==> src/rtl/sequ_pkg.sv <==
// Shared definitions for the serial sequence generator and its matching detector.
package sequ_pkg;

  typedef enum logic [1:0] {
    IDLE  = 2'd0,
    SHIFT = 2'd1,
    GAP   = 2'd2
  } state_e;

  // Pattern the sequence detector flags; keep in step with the detector side.
  localparam logic [7:0] SEQU_DEFAULT_PAT = 8'b1110_1000;

endpackage

==> src/rtl/sequ_piso.sv <==
// Parallel-in serial-out shift register, MSB first, with load priority over shift.
module sequ_piso #(
  parameter int WIDTH = 8
) (
  input  logic             clk,
  input  logic             rst_n,
  input  logic             load_i,
  input  logic             shift_i,
  input  logic [WIDTH-1:0] din_i,
  output logic             msb_o
);

  logic [WIDTH-1:0] sreg_q;

  always_ff @(posedge clk or negedge rst_n) begin
    if (!rst_n) begin
      sreg_q <= '0;
    end else if (load_i) begin
      sreg_q <= din_i;
    end else if (shift_i) begin
      sreg_q <= {sreg_q[WIDTH-2:0], 1'b0};
    end
  end

  assign msb_o = sreg_q[WIDTH-1];

endmodule

==> src/rtl/sequ_gen.sv <==
// Serial pattern generator: sends a WIDTH-bit pattern MSB-first, repeated with idle gaps.
module sequ_gen
  import sequ_pkg::*;
#(
  parameter int               WIDTH       = 8,
  parameter logic [WIDTH-1:0] DEFAULT_PAT = WIDTH'(SEQU_DEFAULT_PAT),
  parameter int               REPEAT_W    = 4,
  parameter int               GAP_LEN     = 2
) (
  input  logic                clk,
  input  logic                rst_n,
  input  logic                start,
  input  logic                use_default,
  input  logic [WIDTH-1:0]    pattern_in,
  input  logic [REPEAT_W-1:0] repeat_cnt,
  input  logic                abort,
  output logic                data_out,
  output logic                bit_valid,
  output logic                busy,
  output logic                done
);

  localparam int IDXW = $clog2(WIDTH);
  localparam int GAPW = (GAP_LEN > 1) ? $clog2(GAP_LEN) : 1;

  state_e              state_q;
  logic [WIDTH-1:0]    pat_q;
  logic [REPEAT_W-1:0] rep_q;
  logic [IDXW-1:0]     idx_q;
  logic [GAPW-1:0]     gap_q;
  logic                data_out_q, bit_valid_q, busy_q, done_q;

  logic             start_ok, last_bit, more_reps;
  logic [WIDTH-1:0] pat_sel;
  logic             piso_load, piso_shift, piso_msb;
  logic [WIDTH-1:0] piso_din;

  // The data_out register holds the current bit; the PISO holds the bits still to come.
  always_comb begin
    pat_sel    = use_default ? DEFAULT_PAT : pattern_in;
    start_ok   = (state_q == IDLE) && start && !abort;
    last_bit   = (state_q == SHIFT) && (idx_q == '0);
    more_reps  = (rep_q > REPEAT_W'(1));
    piso_load  = 1'b0;
    piso_shift = 1'b0;
    piso_din   = {pat_q[WIDTH-2:0], 1'b0};
    if (start_ok) begin
      piso_load = 1'b1;
      piso_din  = {pat_sel[WIDTH-2:0], 1'b0};
    end else if (!abort) begin
      if ((state_q == SHIFT) && !last_bit) piso_shift = 1'b1;
      if (last_bit && more_reps && (GAP_LEN == 0)) piso_load = 1'b1;
      if ((state_q == GAP) && (gap_q == '0)) piso_load = 1'b1;
    end
  end

  sequ_piso #(.WIDTH(WIDTH)) u_piso (
    .clk    (clk),
    .rst_n  (rst_n),
    .load_i (piso_load),
    .shift_i(piso_shift),
    .din_i  (piso_din),
    .msb_o  (piso_msb)
  );

  always_ff @(posedge clk or negedge rst_n) begin
    if (!rst_n) begin
      state_q     <= IDLE;
      pat_q       <= '0;
      rep_q       <= '0;
      idx_q       <= '0;
      gap_q       <= '0;
      data_out_q  <= 1'b0;
      bit_valid_q <= 1'b0;
      busy_q      <= 1'b0;
      done_q      <= 1'b0;
    end else begin
      done_q <= 1'b0;
      unique case (state_q)
        IDLE: begin
          if (start_ok) begin
            pat_q       <= pat_sel;
            rep_q       <= (repeat_cnt == '0) ? REPEAT_W'(1) : repeat_cnt;
            idx_q       <= IDXW'(WIDTH - 1);
            state_q     <= SHIFT;
            data_out_q  <= pat_sel[WIDTH-1];
            bit_valid_q <= 1'b1;
            busy_q      <= 1'b1;
          end
        end
        SHIFT: begin
          if (abort) begin
            state_q     <= IDLE;
            data_out_q  <= 1'b0;
            bit_valid_q <= 1'b0;
            busy_q      <= 1'b0;
          end else if (!last_bit) begin
            data_out_q <= piso_msb;
            idx_q      <= idx_q - 1'b1;
          end else if (more_reps) begin
            rep_q <= rep_q - 1'b1;
            if (GAP_LEN == 0) begin
              data_out_q <= pat_q[WIDTH-1];
              idx_q      <= IDXW'(WIDTH - 1);
            end else begin
              state_q     <= GAP;
              gap_q       <= GAPW'(GAP_LEN - 1);
              data_out_q  <= 1'b0;
              bit_valid_q <= 1'b0;
            end
          end else begin
            state_q     <= IDLE;
            data_out_q  <= 1'b0;
            bit_valid_q <= 1'b0;
            busy_q      <= 1'b0;
            done_q      <= 1'b1;
          end
        end
        GAP: begin
          if (abort) begin
            state_q <= IDLE;
            busy_q  <= 1'b0;
          end else if (gap_q == '0) begin
            state_q     <= SHIFT;
            idx_q       <= IDXW'(WIDTH - 1);
            data_out_q  <= pat_q[WIDTH-1];
            bit_valid_q <= 1'b1;
          end else begin
            gap_q <= gap_q - 1'b1;
          end
        end
        default: state_q <= IDLE;
      endcase
    end
  end

  assign data_out  = data_out_q;
  assign bit_valid = bit_valid_q;
  assign busy      = busy_q;
  assign done      = done_q;

endmodule

==> config.mk <==
export PLATFORM = sky130hd
export DESIGN_NAME = sequ_gen
export DESIGN_NICKNAME = d
export VERILOG_FILES = /design/src/rtl/sequ_pkg.sv /design/src/rtl/sequ_piso.sv /design/src/rtl/sequ_gen.sv
export SDC_FILE = /design/constraint.sdc
export NUM_CORES = 1
export LEC_CHECK = 0
export ABC_AREA = 1
export BUFFER_PORTS_ARGS = -buffer_cell sky130_fd_sc_hd__buf_4
export CORE_MARGIN = 2
export CORE_UTILIZATION = 40
export DETAILED_ROUTE_END_ITERATION = 16
export PLACE_DENSITY = 0.6
export SLEW_MARGIN = 30
export SYNTH_ARGS = -nofsm -noshare
export SYNTH_HDL_FRONTEND = slang
export SYNTH_SLANG_ARGS = --single-unit
==> constraint.sdc <==
create_clock -name clk -period 1.9 [get_ports clk]
set_input_delay 0 -clock clk [delete_from_list [all_inputs] [get_ports clk]]
set_output_delay 0 -clock clk [all_outputs]
set_load 0.005 [all_outputs]
Word-level counts from Yosys, hierarchy flattened
Cells that the tools add are included.

cells by class
  add/subtract/negate cells = 3
  mux-type cells = 56
  bitwise operators = 1
  magnitude comparators = 1
  reductions and logical operators = 22
  equal/unequal tests = 13

operators by type and width
  kind                 count
  $mux 8               4
  $mux 1               29
  $mux 4               5
  $reduce_and 5->1     4
  $ne 2x2->1 const B   8
  $mux 3               5
  $mux 2               6
  $ne 3x3->1 const B   3
  $pmux 1 s3           3
  $pmux 3 s3           1
  $pmux 4 s2           1
  $pmux 2 s3           1
  $reduce_and 6->1     1
  $reduce_bool 2->1    3
  $logic_and 1x1->1    5
  $gt 4x1->1 const B   1
  $logic_not 4->1      1
  $reduce_and 4->1     1
  $sub 4x1->4 const B  1
  $logic_not 3->1      1
  $reduce_and 3->1     1
  $reduce_bool 3->1    1
  $sub 3x1->3 const B  1
  $eq 2x1->1 const B   1
  other kinds (7)      8

storage, ports and cells
  output and inout port bits = 4
  logic and storage cells = 106
  bits in registers = 30
  input bits = 17

Depth between registers and ports, before layout
Gate-level depths: netlist of the first run.

  depth in word-level cells = 9
  gate-level depth with buffers = 10
  depth with buffers taken out = 10

Modules after synthesis
Synthesis of the first run repeated with hierarchy kept, for this count alone.

unflattened totals
  cells, all modules = 223
  area total of the unflattened synthesis = 1714.1 µm²

by module, submodules not included
  module     instances  area an instance (µm²)  cells an instance
  sequ_gen   1          1337.5                  180
  sequ_piso  1          376.6                   43

Worst setup path before layout of the first run
OpenSTA, ideal clock, no wires.

  path kind = reg-to-reg
  start = register state_q[1]
  end = register rep_q[3]
  slack = 506 ps
  data required time = 1784 ps
  arrival time = 1277 ps
  clock period less this slack = 1394 ps
  setup time = 116 ps
  cell stages (with the launch flop) = 9
  cells stage by stage = dfrtp_1 > inv_1 > ha_1 > buf_2 > nand3_1 > nand3_2 > inv_1 > nand2_1 > nand2_1

on the way
  longest elaborated chain between the ends = 5

ends and longest elaborated chain
  item                             line                            text
  start, declared                  sequ_gen.sv:26                  state_e state_q;
  start signal, assigned           sequ_gen.sv:68                  state_q <= IDLE;
  start signal, assigned           sequ_gen.sv:85                  state_q <= SHIFT;
  start signal, assigned           sequ_gen.sv:93                  state_q <= IDLE;
  $logic_not 2->1                  sequ_gen.sv:41, sequ_gen.sv:79
  $logic_and 1x1->1 (2 in series)  sequ_gen.sv:41                  start_ok = (state_q == IDLE) && start && !abort;
  $ne 2x2->1 (no line)             n/a
  $reduce_and 5->1 (no line)       n/a
  end signal, assigned             sequ_gen.sv:83                  rep_q <= (repeat_cnt == '0) ? REPEAT_W'(1) : repeat_cnt;
  end signal, assigned             sequ_gen.sv:101                 rep_q <= rep_q - 1'b1;
  end, declared                    sequ_gen.sv:28                  logic [REPEAT_W-1:0] rep_q;

Parallel ways exist; a longest one is shown, timed or not.
A chain may end at the register's enable or synchronous reset.

Worst setup path in the final report of the first run
  start = register state_q[0]
  end = register bit_valid_q (netlist: bit_valid)

on the way
  longest elaborated chain between the ends = 5

ends and longest elaborated chain
  item                             line                            text
  $logic_not 2->1                  sequ_gen.sv:41, sequ_gen.sv:79
  $logic_and 1x1->1 (2 in series)  sequ_gen.sv:41
  $ne 2x2->1 (no line)             n/a
  $reduce_and 5->1 (no line)       n/a
  end signal, assigned             sequ_gen.sv:74                  bit_valid_q <= 1'b0;
  end signal, assigned             sequ_gen.sv:87                  bit_valid_q <= 1'b1;
  end signal, assigned             sequ_gen.sv:95                  bit_valid_q <= 1'b0;
  end, declared                    sequ_gen.sv:31                  logic data_out_q, bit_valid_q, busy_q, done_q;

Parallel ways exist; a longest one is shown, timed or not.

==> Flow_metrics.wiki, run 1 <==
{| class="wikitable"
! Metric !! Value
|-
| Post-synthesis area per instance || 7.40 sq um
|-
| Height of the die || 69.5 um
|-
| Post-DR wirelength/cell || 10.9 um
|-
| Outcome || completed
|-
| Post-synthesis cell count || 232
|-
| Master of the slowest instance on the critical path || sky130_fd_sc_hd__dfrtp_1
|-
| Overall die width || 69.5 um
|-
| Post-synthesis sequential area ratio || 42.2%
|-
| Violation count after the first detailed-route iteration || 89
|-
| Number of core rows || 23
|-
| Cells along the critical path || inv_1 -> ha_1 -> nand3_4 -> nand2_1 -> nand2_2 -> o21ai_1 -> nand2_1
|-
| Global-route wire length before repair || 6.09 mm
|-
| Max-cap viol count || 0
|-
| Pin count of the biggest net entering global routing || 30
|-
| Number of buffers added by the clock tree synthesis step || 5
|-
| Maximum ir drop on the vdd rail || 0.822 mV
|-
| Min-delay worst type || input pin to flip-flop
|-
| Highest fanout seen on the critical path || 13
|-
| Placed Instance Area || 0.00192 sq mm
|-
| Clock transition at the register clock pins on the worst setup and hold paths after CTS || 0.06 ns
|-
| Post-CTS setup repair buffer count || 0
|-
| Type of the worst setup path || flip-flop to flip-flop
|-
| Per-cell via count in the routed design || 4.72
|-
| Final hold slack || 0.0219 ns
|-
| Longest Clk Path Bufs || 2
|-
| Transition time at the pin with the least slew margin || 0.405 ns
|-
| Final period util || 87.0%
|-
| Startpoint kind of the worst setup timing path || flip-flop
|-
| Finished Cell Area || 0.00206 sq mm
|-
| Total power || 3.11 mW
|-
| Via Count || 1478
|-
| Remaining number of nets flagged by the antenna check after routing || 0
|-
| Clock latency on the worst-skew pair || 0.27 ns
|-
| Drt pass-1 iters || 4
|-
| Number of global-route vias before repair || 1316
|-
| Count of unresolved DRC violations after routing || 0
|-
| Final-layout fill cell count || 413
|-
| Maximum cell stage delay along the critical path || 0.41 ns
|-
| Area of the die || 0.00484 sq mm
|-
| Area of the mapped netlist || 0.00172 sq mm
|-
| Overall track demand over capacity in global routing || 15.9%
|-
| Ratio of cells with drive above 1 in the final layout || 17.9%
|-
| Most repeated library cell on the critical path || sky130_fd_sc_hd__nand2_1
|-
| Total number of nets in the final design || 287
|-
| Sequential cell area || 726 sq um
|-
| Worst-case headroom to the max-slew limit || 73.0%
|-
| Number of buffers added on ports || 20
|-
| Clk_skew || 0.00464 ns
|-
| Clk sink count || 29
|-
| Total of endpoints with negative setup slack in the final report || 0
|-
| Count of H-tree levels built during CTS || 2
|-
| Starting utilization of the core area || 42.3%
|-
| Antenna violations before repair || 0
|-
| Setup repair after global routing missed its margin || no
|-
| Delay-heaviest family, CP || simple AND/OR/NAND/NOR gates
|-
| Number of hold-slack violations in the final timing report || 0
|-
| Antenna Diode Count || 0
|-
| Leakage || 1.12 nW
|-
| Area used by multi-input combinational logic || 848 sq um
|-
| Post-detailed-placement half-perimeter wirelength || 2.60 mm
|-
| Number of pins with negative max-slew slack in the final report || 0
|-
| Required time of the critical path || 2.05 ns
|-
| Final RePlAce weighted congestion || 0.762
|-
| TritonCTS clock tree || done
|-
| Root buffer cell || sky130_fd_sc_hd__clkbuf_8
|-
| Yosys cell types || 23
|-
| Data arrival time of the worst path || 1.81 ns
|-
| Crit end category || flip-flop
|-
| Final TNS setup || 0 ns
|-
| Net count after synthesis || 257
|-
| Count of warnings emitted by yosys || 0
|-
| Fmax || 0.605 GHz
|-
| Final worst path period need || 1.65 ns
|-
| Power per cell area || 1510 mW/mm^2
|-
| Total grt overflow || 0
|-
| Sum of buffers and inverters on the critical path || 1
|-
| Number of primary I/O pins || 21
|-
| Core region area || 0.00406 sq mm
|-
| Post-synthesis register bit count || 29
|-
| Total detailed-routing wirelength || 3.41 mm
|-
| Layout-stage area growth over the synthesis result || 20.1%
|}
[stage by stage]
stage / std cells / utilization (%) / worst slack, ns
after floorplan: 232 / - / 0.506
after global placement: 301 / 47.4 / 0.267
after detailed placement: 301 / 47.4 / 0.269
after CTS: 313 / 50.8 / 0.245
after global routing: 313 / 50.8 / 0.104
final: 313 / 50.8 / 0.247
[registers in the layout, summed over array words and instances, names as in the netlist]
name	cells
data_out	1
busy	1
pat_q	8
gap_q	1
done	1
state_q	2
bit_valid	1
u_piso.sreg_q	7
idx_q	3
rep_q	4
[logic make-up (layout without fill, tap and decap cells)]
| group | count (synthesis) | count (layout) | share of synthesized area [%] |
|---|---|---|---|
| AO/OA/AOI/OAI | 25 | 25 | 7.50 |
| XOR/XNOR | 1 | 1 | 0.510 |
| adder cells (fa/ha/maj) | 8 | 8 | 5.83 |
| buffers and inverters | 34 | 65 | 8.38 |
| flip-flops | 29 | 29 | 42.2 |
| AND/OR/NAND/NOR | 135 | 135 | 35.5 |
[worst paths after layout]
path / to / slack [ns] / start / depth (start not counted)
worst max-delay path: bit_valid / 0.25 / state_q[0] / 7
worst min-delay path: pat_q[5] / 0.02 / pattern_in[5] / 3
worst max register to register: bit_valid / 0.25 / state_q[0] / 7
worst min register to register: pat_q[6] / 0.48 / pat_q[6] / 2
max in group asynchronous: pat_q[1] / 1.44 / rst_n / 2
min in group asynchronous: rep_q[1] / 0.19 / rst_n / 2
[area by class of cell]
cell class / instances / area share [%]
Sequential cell: 29 / 35.2
Clock buffer: 7 / 4.67
Tap cell: 50 / 3.03
Inverter: 32 / 6.19
Multi-Input combinational cell: 169 / 41.1
Clock inverter: 1 / 0.243
Timing Repair Buffer: 25 / 9.58
[worst min-delay path: stages]
cell and delay, ns:
sky130_fd_sc_hd__buf_4 0.08, sky130_fd_sc_hd__o21ai_0 0.10, sky130_fd_sc_hd__nand2_1 0.08
[synth_stat cells]
| cell | number | area share, % |
|---|---|---|
| sky130_fd_sc_hd__nand2_1 | 87 | 19 |
| sky130_fd_sc_hd__dfrtp_1 | 29 | 42 |
| sky130_fd_sc_hd__inv_1 | 28 | 6.1 |
| sky130_fd_sc_hd__nand3_1 | 22 | 6.4 |
| sky130_fd_sc_hd__o21ai_0 | 14 | 4.1 |
| sky130_fd_sc_hd__nor2_1 | 12 | 2.6 |
| sky130_fd_sc_hd__ha_1 | 8 | 5.8 |
| sky130_fd_sc_hd__o21ai_1 | 6 | 1.7 |
| sky130_fd_sc_hd__a21oi_1 | 4 | 1.2 |
| sky130_fd_sc_hd__nand2_4 | 4 | 2.6 |
| sky130_fd_sc_hd__nand3_2 | 3 | 1.7 |
| sky130_fd_sc_hd__inv_2 | 2 | 0.44 |
| sky130_fd_sc_hd__nor2_2 | 2 | 0.73 |
| sky130_fd_sc_hd__or2_2 | 2 | 0.73 |
| sky130_fd_sc_hd__buf_2 | 1 | 0.29 |
| sky130_fd_sc_hd__buf_6 | 1 | 0.66 |
| sky130_fd_sc_hd__clkinv_4 | 1 | 0.51 |
| sky130_fd_sc_hd__inv_4 | 1 | 0.36 |
| sky130_fd_sc_hd__nand2_2 | 1 | 0.36 |
| sky130_fd_sc_hd__nand3_4 | 1 | 1.0 |
| sky130_fd_sc_hd__nor3_1 | 1 | 0.29 |
| sky130_fd_sc_hd__o21ai_2 | 1 | 0.51 |
| sky130_fd_sc_hd__xor2_1 | 1 | 0.51 |
[cells in the final DEF, fill, tap and decap left out, types with 2 or more instances in the layout]
cell type / netlist / final
sky130_fd_sc_hd__a21oi_1: 4 / 4
sky130_fd_sc_hd__buf_4: 0 / 21
sky130_fd_sc_hd__clkbuf_8: 0 / 7
sky130_fd_sc_hd__dfrtp_1: 29 / 29
sky130_fd_sc_hd__dlygate4sd3_1: 0 / 4
sky130_fd_sc_hd__ha_1: 8 / 8
sky130_fd_sc_hd__inv_1: 28 / 28
sky130_fd_sc_hd__inv_2: 2 / 2
sky130_fd_sc_hd__nand2_1: 87 / 87
sky130_fd_sc_hd__nand2_4: 4 / 4
sky130_fd_sc_hd__nand3_1: 22 / 22
sky130_fd_sc_hd__nand3_2: 3 / 3
sky130_fd_sc_hd__nor2_1: 12 / 12
sky130_fd_sc_hd__nor2_2: 2 / 2
sky130_fd_sc_hd__o21ai_0: 14 / 14
sky130_fd_sc_hd__o21ai_1: 6 / 6
sky130_fd_sc_hd__or2_2: 2 / 2
[metal layers]
layer / wire, um / vias to the layer above / track usage, %
li1: - / 786 / -
met5: 0 / - / 0
met4: 40 / 0 / 5.23
met1: 1890 / 661 / 24.3
met2: 1340 / 29 / 21.3
met3: 137 / 2 / 4.36
[where the power goes]
part,internal [mW],switching [mW],total [mW]
clock,0.327,0.223,0.550
sequential,0.913,0.182,1.10
combinational,0.562,0.903,1.47
[timing repair]
item,in CTS,in global routing
resized for setup,0,0
endpoints found under the hold margin,32,0
hold buffers,4,0
No activity file was read; power rests on OpenSTA's default activity.
==> run 2: changes to the inputs <==
==> constraint.sdc (replaced) <==
create_clock -name clk -period 1.9 [get_ports clk]
set_input_delay 0.285 -clock clk [delete_from_list [all_inputs] [get_ports clk]]
set_output_delay 0.285 -clock clk [all_outputs]
set_load 0.05 [all_outputs]
==> Flow_metrics.wiki, run 2 (synthesis results as in run 1) <==
{| class="wikitable"
! Metric !! Value
|-
| Clk sink count || 29 (unchanged)
|-
| Clock latency on the worst-skew pair || 0.27 ns (about the same)
|-
| Number of buffers added on ports || 20 (unchanged)
|-
| Area of the die || 0.00484 sq mm (unchanged)
|-
| Drt pass-1 iters || 4 (unchanged)
|-
| Worst-case headroom to the max-slew limit || 73.0% (about the same)
|-
| Dpl cells || 301 (unchanged)
|-
| Sequential cell area || 726 sq um (unchanged)
|-
| Final TNS setup || 0 ns (unchanged)
|-
| Final RePlAce weighted congestion || 0.762 (unchanged)
|-
| Leakage || 1.11 nW (-1.1%)
|-
| Commonest cells after routing, fill and taps aside || 87 x sky130_fd_sc_hd__nand2_1, 29 x sky130_fd_sc_hd__dfrtp_1, 28 x sky130_fd_sc_hd__inv_1
|-
| Clock transition at the register clock pins on the worst setup and hold paths after CTS || 0.06 ns (about the same)
|-
| Number of primary I/O pins || 21 (unchanged)
|-
| Starting utilization of the core area || 42.3% (unchanged)
|-
| Fmax || 0.606 GHz (+0.17%)
|-
| TritonCTS clock tree || done
|-
| Total grt overflow || 0 (unchanged)
|-
| Final worst path period need || 1.65 ns (-0.00272 ns)
|-
| Layout-stage area growth over the synthesis result || 18.4%
|-
| Data arrival time of the worst path || 1.80 ns (about the same)
|-
| Min-delay worst type || input pin to flip-flop
|-
| Number of core rows || 23 (unchanged)
|-
| Type of the worst setup path || flip-flop to flip-flop
|-
| Startpoint kind of the worst setup timing path || flip-flop
|-
| Placed Instance Area || 0.00192 sq mm (unchanged)
|-
| Number of buffers added by the clock tree synthesis step || 5 (unchanged)
|-
| Setup repair after global routing missed its margin || no
|-
| Antenna violations before repair || 0 (unchanged)
|-
| Outcome || completed
|-
| Violation count after the first detailed-route iteration || 99 (+11%)
|-
| Longest Clk Path Bufs || 2 (unchanged)
|-
| Global-route wire length before repair || 6.11 mm (+0.46%)
|-
| Most frequent standard cell in the layout excluding fill and tap cells || sky130_fd_sc_hd__nand2_1
|-
| Number of buffers inserted by hold repair at cts || 1 (-3)
|-
| Biggest registers after layout || pat_q: 8 flops, u_piso.sreg_q: 7 flops, rep_q: 4 flops
|-
| Finished Cell Area || 0.00203 sq mm (-1.5%)
|-
| Max-cap viol count || 0 (unchanged)
|-
| Count of H-tree levels built during CTS || 2 (unchanged)
|-
| Maximum ir drop on the vdd rail || 0.835 mV (+1.5%)
|-
| Pin count of the biggest net entering global routing || 30 (unchanged)
|-
| Overall die width || 69.5 um (unchanged)
|-
| Total number of nets in the final design || 284 (-1.0%)
|-
| Total power || 3.22 mW (+3.6%)
|-
| Post-CTS setup repair buffer count || 0 (unchanged)
|-
| Core region area || 0.00406 sq mm (unchanged)
|-
| Remaining number of nets flagged by the antenna check after routing || 0 (unchanged)
|-
| Number of pins with negative max-slew slack in the final report || 0 (unchanged)
|-
| # resized after CTS || 0 (unchanged)
|-
| Antenna Diode Count || 0 (unchanged)
|-
| Total detailed-routing wirelength || 3.42 mm (+0.38%)
|-
| Total of endpoints with negative setup slack in the final report || 0 (unchanged)
|-
| Number of hold-slack violations in the final timing report || 0 (unchanged)
|-
| Number of global-route vias before repair || 1320 (+0.30%)
|-
| Overall track demand over capacity in global routing || 16.0% (+0.097 points)
|-
| Height of the die || 69.5 um (unchanged)
|-
| Final-layout fill cell count || 415 (+0.48%)
|-
| Final hold slack || 0.275 ns (+0.253 ns)
|-
| Count of unresolved DRC violations after routing || 0 (unchanged)
|-
| Highest fanout seen on the critical path || 13 (unchanged)
|-
| Post-DR wirelength/cell || 11.0 um (+1.4%)
|-
| Max reg flops || 8 (unchanged)
|-
| Area used by multi-input combinational logic || 848 sq um (unchanged)
|-
| Clk_skew || 0.00188 ns (-0.00276 ns)
|-
| Reg with most FFs || pat_q
|-
| Layout Cells excl Fill || 310 (-0.96%)
|-
| Root buffer cell || sky130_fd_sc_hd__clkbuf_8
|-
| Required time of the critical path || 2.05 ns (about the same)
|-
| Via Count || 1457 (-1.4%)
|-
| Transition time at the pin with the least slew margin || 0.405 ns (-0.000138 ns)
|-
| Power per cell area || 1590 mW/mm^2 (+5.2%)
|-
| Post-detailed-placement half-perimeter wirelength || 2.60 mm (unchanged)
|-
| Final period util || 86.9% (-0.14 points)
|-
| Ratio of cells with drive above 1 in the final layout || 18.1% (+0.21 points)
|-
| Crit end category || flip-flop
|-
| Per-cell via count in the routed design || 4.70 (-0.47%)
|}
[run 2: area by class of cell]
class                   instances  area share (%)
clock inverters                 1           0.246
well taps                      50            3.08
repair buffers                 22            8.25
inverters                      32            6.28
flip-flops and latches         29            35.7
multi-input cells             169            41.7
clock buffers                   7            4.74
[run 2: worst paths after layout]
path / from / end / slack (ns) / cells after the start
max in group asynchronous: rst_n / pat_q[6] / 1.15 / 2
worst min-delay path: pattern_in[2] / pat_q[2] / 0.28 / 3
worst max-delay path: state_q[0] / bit_valid / 0.25 / 7
min in group asynchronous: rst_n / rep_q[1] / 0.48 / 2
worst min register to register: pat_q[6] / pat_q[6] / 0.48 / 2
worst max register to register: state_q[0] / bit_valid / 0.25 / 7
[run 2: metrics by stage]
step | utilization [%] | setup WS (ns)
CTS | 50.1 | 0.245
finish | 50.1 | 0.250
global route | 50.1 | 0.104
floorplan | - | 0.506
global placement | 47.4 | 0.267
detailed placement | 47.4 | 0.269
[run 2: report_power, final]
| part | internal (mW) | leakage, nW | switching (mW) |
|---|---|---|---|
| clock network | 0.327 | 0.0542 | 0.225 |
| logic | 0.562 | 0.700 | 1.01 |
| registers | 0.913 | 0.358 | 0.182 |
| total | 1.80 | 1.11 | 1.42 |
[run 2: worst max-delay path, stage by stage (launching register included)]
cell	delay [ns]
sky130_fd_sc_hd__dfrtp_1	0.41
sky130_fd_sc_hd__inv_1	0.09
sky130_fd_sc_hd__ha_1	0.30
sky130_fd_sc_hd__nand3_4	0.21
sky130_fd_sc_hd__nand2_1	0.19
sky130_fd_sc_hd__nand2_2	0.09
sky130_fd_sc_hd__o21ai_1	0.17
sky130_fd_sc_hd__nand2_1	0.07
[run 2: metal layers]
layer	share of wire (%)	vias up	track usage [%]	routed length (um)
met5	0	-	0	0
met4	1.2	0	5.23	40
met3	4.0	2	4.36	136
met2	39	26	21.5	1320
met1	56	648	24.4	1920
li1	-	781	-	-
==> run 3: changes to the inputs <==
Settings changed: GPL_TIMING_DRIVEN set to 0.
==> Flow_metrics.wiki, run 3 (synthesis results as in run 1) <==
{| class="wikitable"
! Metric !! Value
|-
| Antenna Diode Count || 0 (unchanged)
|-
| Post-DR wirelength/cell || 11.1 um (+0.90%)
|-
| Placed Instance Area || 0.00193 sq mm (+0.46%)
|-
| Setup repair after global routing missed its margin || no
|-
| Root buffer cell || sky130_fd_sc_hd__clkbuf_8
|-
| Data arrival time of the worst path || 1.79 ns (about the same)
|-
| Total of endpoints with negative setup slack in the final report || 0 (unchanged)
|-
| Most repeated library cell on the critical path || sky130_fd_sc_hd__nand2_1
|-
| Final RePlAce weighted congestion || 0.793 (+4.2%)
|-
| Cells along the critical path || inv_1 -> ha_1 -> nand2_1 -> nand3_1 -> nor2_2 -> nand2_1 -> nand2_1 -> o21ai_1
|-
| Height of the die || 69.5 um (unchanged)
|-
| Most frequent standard cell in the layout excluding fill and tap cells || sky130_fd_sc_hd__nand2_1
|-
| Biggest registers after layout || pat_q: 8 flops, u_piso.sreg_q: 7 flops, rep_q: 4 flops
|-
| Delay-heaviest family, CP || simple AND/OR/NAND/NOR gates
|-
| Maximum ir drop on the vdd rail || 0.757 mV (-9.3%)
|-
| Required time of the critical path || 2.07 ns (+0.02 ns)
|-
| # resized after CTS || 0 (unchanged)
|-
| Core region area || 0.00406 sq mm (unchanged)
|-
| Pin count of the biggest net entering global routing || 30 (unchanged)
|-
| Fmax || 0.616 GHz (+1.7%)
|-
| Area of the die || 0.00484 sq mm (unchanged)
|-
| Pre-CTS setup slack || 0.298 ns (+0.0285 ns)
|-
| Total power || 3.17 mW (-1.7%)
|-
| Final hold slack || 0.256 ns (-0.0198 ns)
|-
| Final TNS setup || 0 ns (unchanged)
|-
| Logic depth of the worst register-to-register path || 8 (+1)
|-
| Master of the slowest instance on the critical path || sky130_fd_sc_hd__dfrtp_1
|-
| Post-detailed-placement half-perimeter wirelength || 2.57 mm (-1.2%)
|-
| Worst-case headroom to the max-slew limit || 75.5% (+2.5 points)
|-
| Overall track demand over capacity in global routing || 16.4% (+0.49 points)
|-
| Count of H-tree levels built during CTS || 2 (unchanged)
|-
| Starting utilization of the core area || 42.3% (unchanged)
|-
| Total number of nets in the final design || 285 (+0.35%)
|-
| Violation count after the first detailed-route iteration || 98 (-1.0%)
|-
| Antenna violations before repair || 0 (unchanged)
|-
| Clock transition at the register clock pins on the worst setup and hold paths after CTS || 0.07 ns (about the same)
|-
| Drt pass-1 iters || 4 (unchanged)
|-
| Final-layout fill cell count || 397 (-4.3%)
|-
| Commonest cells after routing, fill and taps aside || 87 x sky130_fd_sc_hd__nand2_1, 29 x sky130_fd_sc_hd__dfrtp_1, 28 x sky130_fd_sc_hd__inv_1
|-
| Number of hold-slack violations in the final timing report || 0 (unchanged)
|-
| Via Count || 1423 (-2.3%)
|-
| Final worst path period need || 1.62 ns (-0.0277 ns)
|-
| Remaining number of nets flagged by the antenna check after routing || 0 (unchanged)
|-
| Launch instance of the worst register-to-register path || state_q[0]
|-
| Capture point of the worst reg-to-reg path || idx_q[2]
|-
| Final Util || 49.9% (-0.25 points)
|-
| Highest fanout seen on the critical path || 6 (-7)
|-
| Reg with most FFs || pat_q
|-
| Startpoint kind of the worst setup timing path || flip-flop
|-
| Final period util || 85.4% (-1.5 points)
|-
| Total grt overflow || 0 (unchanged)
|-
| Finished Cell Area || 0.00202 sq mm (-0.49%)
|-
| Flop2flop setup slack || 0.28 ns (+0.03 ns)
|-
| Clk_skew || 0.00744 ns (+0.00556 ns)
|-
| Layout Cells excl Fill || 311 (+0.32%)
|-
| Crit end category || flip-flop
|-
| Clk sink count || 29 (unchanged)
|-
| Number of global-route vias before repair || 1367 (+3.6%)
|-
| Transition time at the pin with the least slew margin || 0.368 ns (-0.0378 ns)
|-
| Worst hold path stage count || 3 (unchanged)
|-
| TritonCTS clock tree || done
|-
| Number of core rows || 23 (unchanged)
|-
| Layout-stage area growth over the synthesis result || 17.8%
|-
| Maximum cell stage delay along the critical path || 0.40 ns (about the same)
|-
| Number of buffers added by the clock tree synthesis step || 5 (unchanged)
|-
| Hold Path Sink || pat_q[6]
|-
| Number of pins with negative max-slew slack in the final report || 0 (unchanged)
|-
| Dpl cells || 302 (+0.33%)
|-
| Number of buffers added on ports || 20 (unchanged)
|-
| Count of unresolved DRC violations after routing || 0 (unchanged)
|-
| Longest Clk Path Bufs || 2 (unchanged)
|-
| Leakage || 1.11 nW (-0.35%)
|-
| Max reg flops || 8 (unchanged)
|-
| Overall die width || 69.5 um (unchanged)
|-
| Outcome || completed
|-
| Ratio of cells with drive above 1 in the final layout || 18.0% (-0.069 points)
|-
| Clock latency on the worst-skew pair || 0.28 ns (about the same)
|-
| Post-CTS setup repair buffer count || 0 (unchanged)
|-
| Per-cell via count in the routed design || 4.58 (-2.6%)
|-
| Crit path setup slack, layout || 0.278 ns (+0.0277 ns)
|-
| Number of primary I/O pins || 21 (unchanged)
|-
| Min-delay worst type || input pin to flip-flop
|-
| Global-route wire length before repair || 6.27 mm (+2.5%)
|-
| Max-cap viol count || 0 (unchanged)
|-
| Total detailed-routing wirelength || 3.46 mm (+1.2%)
|-
| Sum of buffers and inverters on the critical path || 1 (unchanged)
|-
| Power per cell area || 1570 mW/mm^2 (-1.2%)
|-
| Type of the worst setup path || flip-flop to flip-flop
|-
| Origin of the worst min-delay path || pattern_in[6]
|}
-- run 3: worst max-delay path by stage --
stage | start | end | slack, ns | depth (start not counted)
after floorplan | state_q[1] | rep_q[3] | 0.51 | 8
after global placement | state_q[0] | idx_q[2] | 0.32 | 8
after detailed placement | state_q[0] | idx_q[2] | 0.30 | 8
after CTS | state_q[0] | idx_q[2] | 0.27 | 8
after global routing | state_q[0] | u_piso.sreg_q[7] | 0.10 | 8
final | state_q[0] | idx_q[2] | 0.28 | 8
-- run 3: final cells by class --
cell class | count | area, sq um | area share [%]
Multi-Input combinational cell | 169 | 848 | 41.9
Sequential cell | 29 | 726 | 35.9
Timing Repair Buffer | 21 | 160 | 7.92
Inverter | 32 | 128 | 6.31
Clock buffer | 6 | 72.6 | 3.59
Tap cell | 50 | 62.6 | 3.09
Buffer | 2 | 16.3 | 0.804
Clock inverter | 2 | 10.0 | 0.495
-- run 3: timing repair --
item | in CTS | in global routing
hold endpoints to repair | 29 | 0
hold buffers | 1 | 0
setup endpoints to repair | 0 | 0
-- run 3: layer usage --
metal	wire length, um	global-route usage [%]
met5	0	0
met3	142	4.80
met4	57	5.88
met1	1950	25.1
met2	1310	21.7
-- run 3: worst reg2reg max path: cells and delay by family (launching register included) --
| family | cells | cell delay [ns] |
|---|---|---|
| AO/OA/AOI/OAI | 1 | 0.05 |
| adder cells (fa/ha/maj) | 1 | 0.29 |
| buffers and inverters | 1 | 0.08 |
| flip-flops | 1 | 0.40 |
| AND/OR/NAND/NOR | 5 | 0.69 |
-- run 3: report_power, final --
| part | switching, mW | internal (mW) |
|---|---|---|
| clock network | 0.240 | 0.253 |
| registers | 0.174 | 0.912 |
| logic | 1.03 | 0.563 |
| total | 1.44 | 1.73 |
